<file path="src/rtl/hex_inverter_tester.sv">
// rtl/hex_inverter_tester.sv - exhaustive 64-vector tester for a hex-inverter part
module hex_inverter_tester #(
  parameter int SETTLE_CYCLES = 2
) (
  input  logic       i_clk,
  input  logic       i_rst_n,
  input  logic       i_start,
  input  logic [5:0] i_dut_out,
  output logic [5:0] o_dut_in,
  output logic       o_busy,
  output logic       o_done,
  output logic       o_pass,
  output logic [5:0] o_fail_mask,
  output logic [6:0] o_err_count,
  output logic [5:0] o_first_fail_vec,
  output logic       o_first_fail_valid
);

  localparam logic [1:0] ST_IDLE   = 2'd0;
  localparam logic [1:0] ST_SETTLE = 2'd1;
  localparam logic [1:0] ST_CHECK  = 2'd2;
  localparam logic [1:0] ST_DONE   = 2'd3;

  localparam logic [3:0] SETTLE_LAST = 4'(SETTLE_CYCLES - 1);
  localparam logic [6:0] ERR_MAX     = 7'd64;

  logic [1:0] state_q, state_d;
  logic [5:0] vec_q, vec_d;
  logic [3:0] cnt_q, cnt_d;
  logic [5:0] mask_q, mask_d;
  logic [6:0] err_q, err_d;
  logic [5:0] ffv_q, ffv_d;
  logic       ffvalid_q, ffvalid_d;
  logic [5:0] dut_in_q, dut_in_d;
  logic       busy_q, busy_d;
  logic       done_q, done_d;
  logic [5:0] mism;

  assign mism = i_dut_out ^ ~vec_q;

  always_comb begin
    state_d   = state_q;
    vec_d     = vec_q;
    cnt_d     = cnt_q;
    mask_d    = mask_q;
    err_d     = err_q;
    ffv_d     = ffv_q;
    ffvalid_d = ffvalid_q;

    case (state_q)
      ST_IDLE, ST_DONE: begin
        if (i_start) begin
          state_d   = ST_SETTLE;
          vec_d     = 6'd0;
          cnt_d     = 4'd0;
          mask_d    = 6'd0;
          err_d     = 7'd0;
          ffv_d     = 6'd0;
          ffvalid_d = 1'b0;
        end
      end
      ST_SETTLE: begin
        cnt_d = cnt_q + 4'd1;
        if (cnt_q == SETTLE_LAST) state_d = ST_CHECK;
      end
      ST_CHECK: begin
        mask_d = mask_q | mism;
        if (|mism) begin
          if (err_q != ERR_MAX) err_d = err_q + 7'd1;
          if (!ffvalid_q) begin
            ffv_d     = vec_q;
            ffvalid_d = 1'b1;
          end
        end
        if (vec_q == 6'd63) begin
          state_d = ST_DONE;
        end else begin
          vec_d   = vec_q + 6'd1;
          cnt_d   = 4'd0;
          state_d = ST_SETTLE;
        end
      end
      default: state_d = ST_IDLE;
    endcase

    // Outputs are registered from next-state so pins never glitch on transitions.
    busy_d   = (state_d == ST_SETTLE) || (state_d == ST_CHECK);
    done_d   = (state_d == ST_DONE);
    dut_in_d = busy_d ? vec_d : 6'd0;
  end

  always_ff @(posedge i_clk or negedge i_rst_n) begin
    if (!i_rst_n) begin
      state_q   <= ST_IDLE;
      vec_q     <= 6'd0;
      cnt_q     <= 4'd0;
      mask_q    <= 6'd0;
      err_q     <= 7'd0;
      ffv_q     <= 6'd0;
      ffvalid_q <= 1'b0;
      dut_in_q  <= 6'd0;
      busy_q    <= 1'b0;
      done_q    <= 1'b0;
    end else begin
      state_q   <= state_d;
      vec_q     <= vec_d;
      cnt_q     <= cnt_d;
      mask_q    <= mask_d;
      err_q     <= err_d;
      ffv_q     <= ffv_d;
      ffvalid_q <= ffvalid_d;
      dut_in_q  <= dut_in_d;
      busy_q    <= busy_d;
      done_q    <= done_d;
    end
  end

  assign o_dut_in           = dut_in_q;
  assign o_busy             = busy_q;
  assign o_done             = done_q;
  assign o_pass             = done_q && (mask_q == 6'd0);
  assign o_fail_mask        = mask_q;
  assign o_err_count        = err_q;
  assign o_first_fail_vec   = ffv_q;
  assign o_first_fail_valid = ffvalid_q;

endmodule
</file>
<file path="config.mk">
export PLATFORM = sky130hd
export DESIGN_NAME = hex_inverter_tester
export DESIGN_NICKNAME = d
export VERILOG_FILES = /design/src/rtl/hex_inverter_tester.sv
export SDC_FILE = /design/constraint.sdc
export NUM_CORES = 1
export LEC_CHECK = 0
export ABC_AREA = 1
export ABC_CLOCK_PERIOD_IN_PS = 2250
export CAP_MARGIN = 20
export CORE_MARGIN = 2
export CORE_UTILIZATION = 52
export DETAILED_ROUTE_END_ITERATION = 16
export PLACE_DENSITY = 0.79
export SLEW_MARGIN = 15
export SYNTH_ARGS = -nofsm -noshare
export SYNTH_HDL_FRONTEND = slang
export SYNTH_SLANG_ARGS = --single-unit
</file>
<file path="constraint.sdc">
create_clock -name i_clk -period 2.25 [get_ports i_clk]
set_input_delay 0.3375 -clock i_clk [delete_from_list [all_inputs] [get_ports i_clk]]
set_output_delay 0.3375 -clock i_clk [all_outputs]
set_load 0.02 [all_outputs]
</file>
==> metrics.txt <==
outcome complete, no violations; max_slew headroom 42.4%; RR Startpoint state_q[0]; Synth Flop Type dfrtp_1; Setup TNS Final 0 ns; register area 0.00100 mm2; number of antenna diodes 0; worst-path maximum fanout 9; Combinational Power Share 45.2%; sequential share of power 36.0%; die width 68.6 um; TritonCTS Buffers 5; final hold vios 0; Power Internal 1.51 mW; Final Cycle Share 89.5%; fraction of layout cells with a size suffix above 1 7.05%; Worst Setup End Kind flip-flop; critical path required time 2.42 ns; Setup crit start kind flip-flop; Switch Pwr 1.09 mW; Post-DP Area 0.00257 mm2; asr flop ratio synth 100%; Die ar. 0.00471 mm2; met1 wire length 2.07 mm; peak supply drop 0.499 mV; Routed WL 4.44 mm; Leakage 1.37 nW; sequential area share after synthesis 46.1%; GRT Overall Usage 21.6%; dpl cells 354; Post-Syn Instances 270; antenna violation net count after detailed routing 0; CP Class reg -> reg; Setup WS pre-CTS 0.229 ns; number of I/O pins 38; Hold WS 0.149 ns; worst-margin pin slew 0.864 ns; Num Clock Sinks 40; metal2 WL 2.08 mm; Max Slew Vio Count 0; Post-DP HPWL 3.28 mm; leading cell type by number of instances after synthesis nand2_1; Vias per Instance 5.20; worst setup path start state_q[0]; P per Cell Area 977 mW/mm2; Synth top cells by count 75 x nand2_1, 40 x dfrtp_1, 38 x inv_1; synthesis warning total 0; clk_lat worst skew 0.29 ns; Layout Cells excl Fill 362; post-synth top area cell dfrtp_1; arrival time worst endpoint 2.19 ns; syn_nets 287; first-pass iteration count of the detailed router 4; top-area cell type share of the netlist area 46.1%; Setup Fix Bufs, Post-CTS 0; min Tclk post-route 2.01 ns; Rows 23; post_cts resized 0; fmax 0.497 GHz; Clock Skew 0.00646 ns; Chip Height 68.6 um; multi-input combinational cell area 955 um2; post-DR wirelength/cell 12.3 um; setup slack after layout 0.236 ns; core area 0.00400 mm2; RSZ-0062 raised after global routing false; MaxCap Viol Count 0; endpoints failing setup 0; first-pass GRT wire length 7.48 mm; Initial Util 54.3%; grt total ovfl 0; worst min-delay path class in -> async; Mapped Area 0.00217 mm2; H-tree Lvls 2; post-synth cell types 31; Max Used Layer met4; Vias 1884; # port buffers 37; GPL Wtd Cong 0.870; TritonCTS clock tree yes; clock slew at reported path FFs 0.08 ns; largest net degree at the start of global routing 41; hold buffers post-CTS 0; initial antenna violation count 0; # DRC 0; clock power share 18.8%; EDFF count, synth 0; flops & latches, synth 40; design area 0.00266 mm2; root buffer selected by CTS clkbuf_8; dominant cells by area after synthesis dfrtp_1 46%, nand2_1 13%, inv_1 6.6%, nand3_1 5.5%, ha_1 4.6%; Max clock buf depth 2; Final nets 328; Iter 0 DRT Violations 99; vias in the first global route 1653; Syn Area/Cell 8.04 um2; switching share of power 42.0%; fillers 352; Layout area overhead 22.4%; met3 wire length 238 um
power by group through the flow:
| stage | Combinational [mW] | Clock (mW) | Sequential (mW) |
|---|---|---|---|
| after floorplan | 0.736 | 0 | 1.03 |
| after global placement | 1.15 | 0 | 0.944 |
| after detailed placement | 1.18 | 0 | 0.947 |
| after CTS | 1.18 | 0.499 | 0.934 |
| after global routing | 1.31 | 0.531 | 0.946 |
| final | 1.17 | 0.488 | 0.935 |
path summary, 6_finish.rpt:
| path | endpoint | slack (ns) | cells past startpoint |
|---|---|---|---|
| max | o_dut_in[4] | 0.24 | 9 |
| min | o_first_fail_vec[3] | 0.15 | 1 |
| max reg2reg | o_dut_in[4] | 0.24 | 9 |
| min reg2reg | o_first_fail_vec[2] | 0.51 | 2 |
| max in group asynchronous | o_fail_mask[4] | 1.55 | 1 |
| min in group i_clk | o_first_fail_vec[2] | 0.51 | 2 |
through the flow:
stage,power (mW),util (%)
2_1_floorplan,1.77,-
3_3_place_gp,2.10,64.2
3_5_place_dp,2.12,64.2
4_1_cts,2.61,66.4
5_1_grt,2.79,66.4
6_report,2.60,66.4
cell families after synthesis:
kind of cell,share of synthesized area (%)
fa+ha+maj,4.61
mux,0.461
simple gates,29.8
compound gates,7.09
flops,46.1
xor+xnor,2.02
buf+inv,9.91
worst max-delay path, cell delays in order (launching register included):
cell and delay, ns:
dfrtp_1 0.38, inv_1 0.08, ha_1 0.39, inv_6 0.10, a21oi_4 0.18, inv_4 0.06
a32oi_1 0.22, ha_1 0.31, inv_1 0.13, a21oi_1 0.05
per-layer routing:
| metal | vias up | track usage [%] |
|---|---|---|
| met1 | 891 | 28.2 |
| met5 | - | 0 |
| met4 | 0 | 7.00 |
| met2 | 46 | 34.0 |
| li1 | 942 | - |
| met3 | 5 | 6.82 |
state kept, by name, summed over array words and instances, names as in the netlist:
name and count:
o_err_count 7, o_dut_in 6, o_fail_mask 6, o_first_fail_vec 6, vec_q 6, cnt_q 4, state_q 2, o_busy 1
o_done 1, o_first_fail_valid 1
final cells by class:
class                   count  area share, %
multi-input cells         182           35.9
inverters                  43           6.36
repair buffers             39           14.3
clock buffers               8           3.39
well taps                  50           2.35
flip-flops and latches     40           37.7
cell usage in the layout (no fill, tap or decap), types with 2 or more instances in the layout:
| master | n |
|---|---|
| nand2_4 | 3 |
| clkbuf_1 | 2 |
| a21oi_1 | 13 |
| nand2_1 | 75 |
| xnor2_1 | 2 |
| clkbuf_8 | 6 |
| ha_1 | 8 |
| nor2_1 | 21 |
| dfrtp_1 | 40 |
| o21ai_1 | 2 |
| inv_1 | 38 |
| inv_2 | 3 |
| clkdlybuf4s50_1 | 36 |
| buf_4 | 2 |
| nand4_1 | 11 |
| nand3_1 | 24 |
| xor2_1 | 3 |
| o21ai_0 | 8 |
No activity file was read; power rests on OpenSTA's default activity.
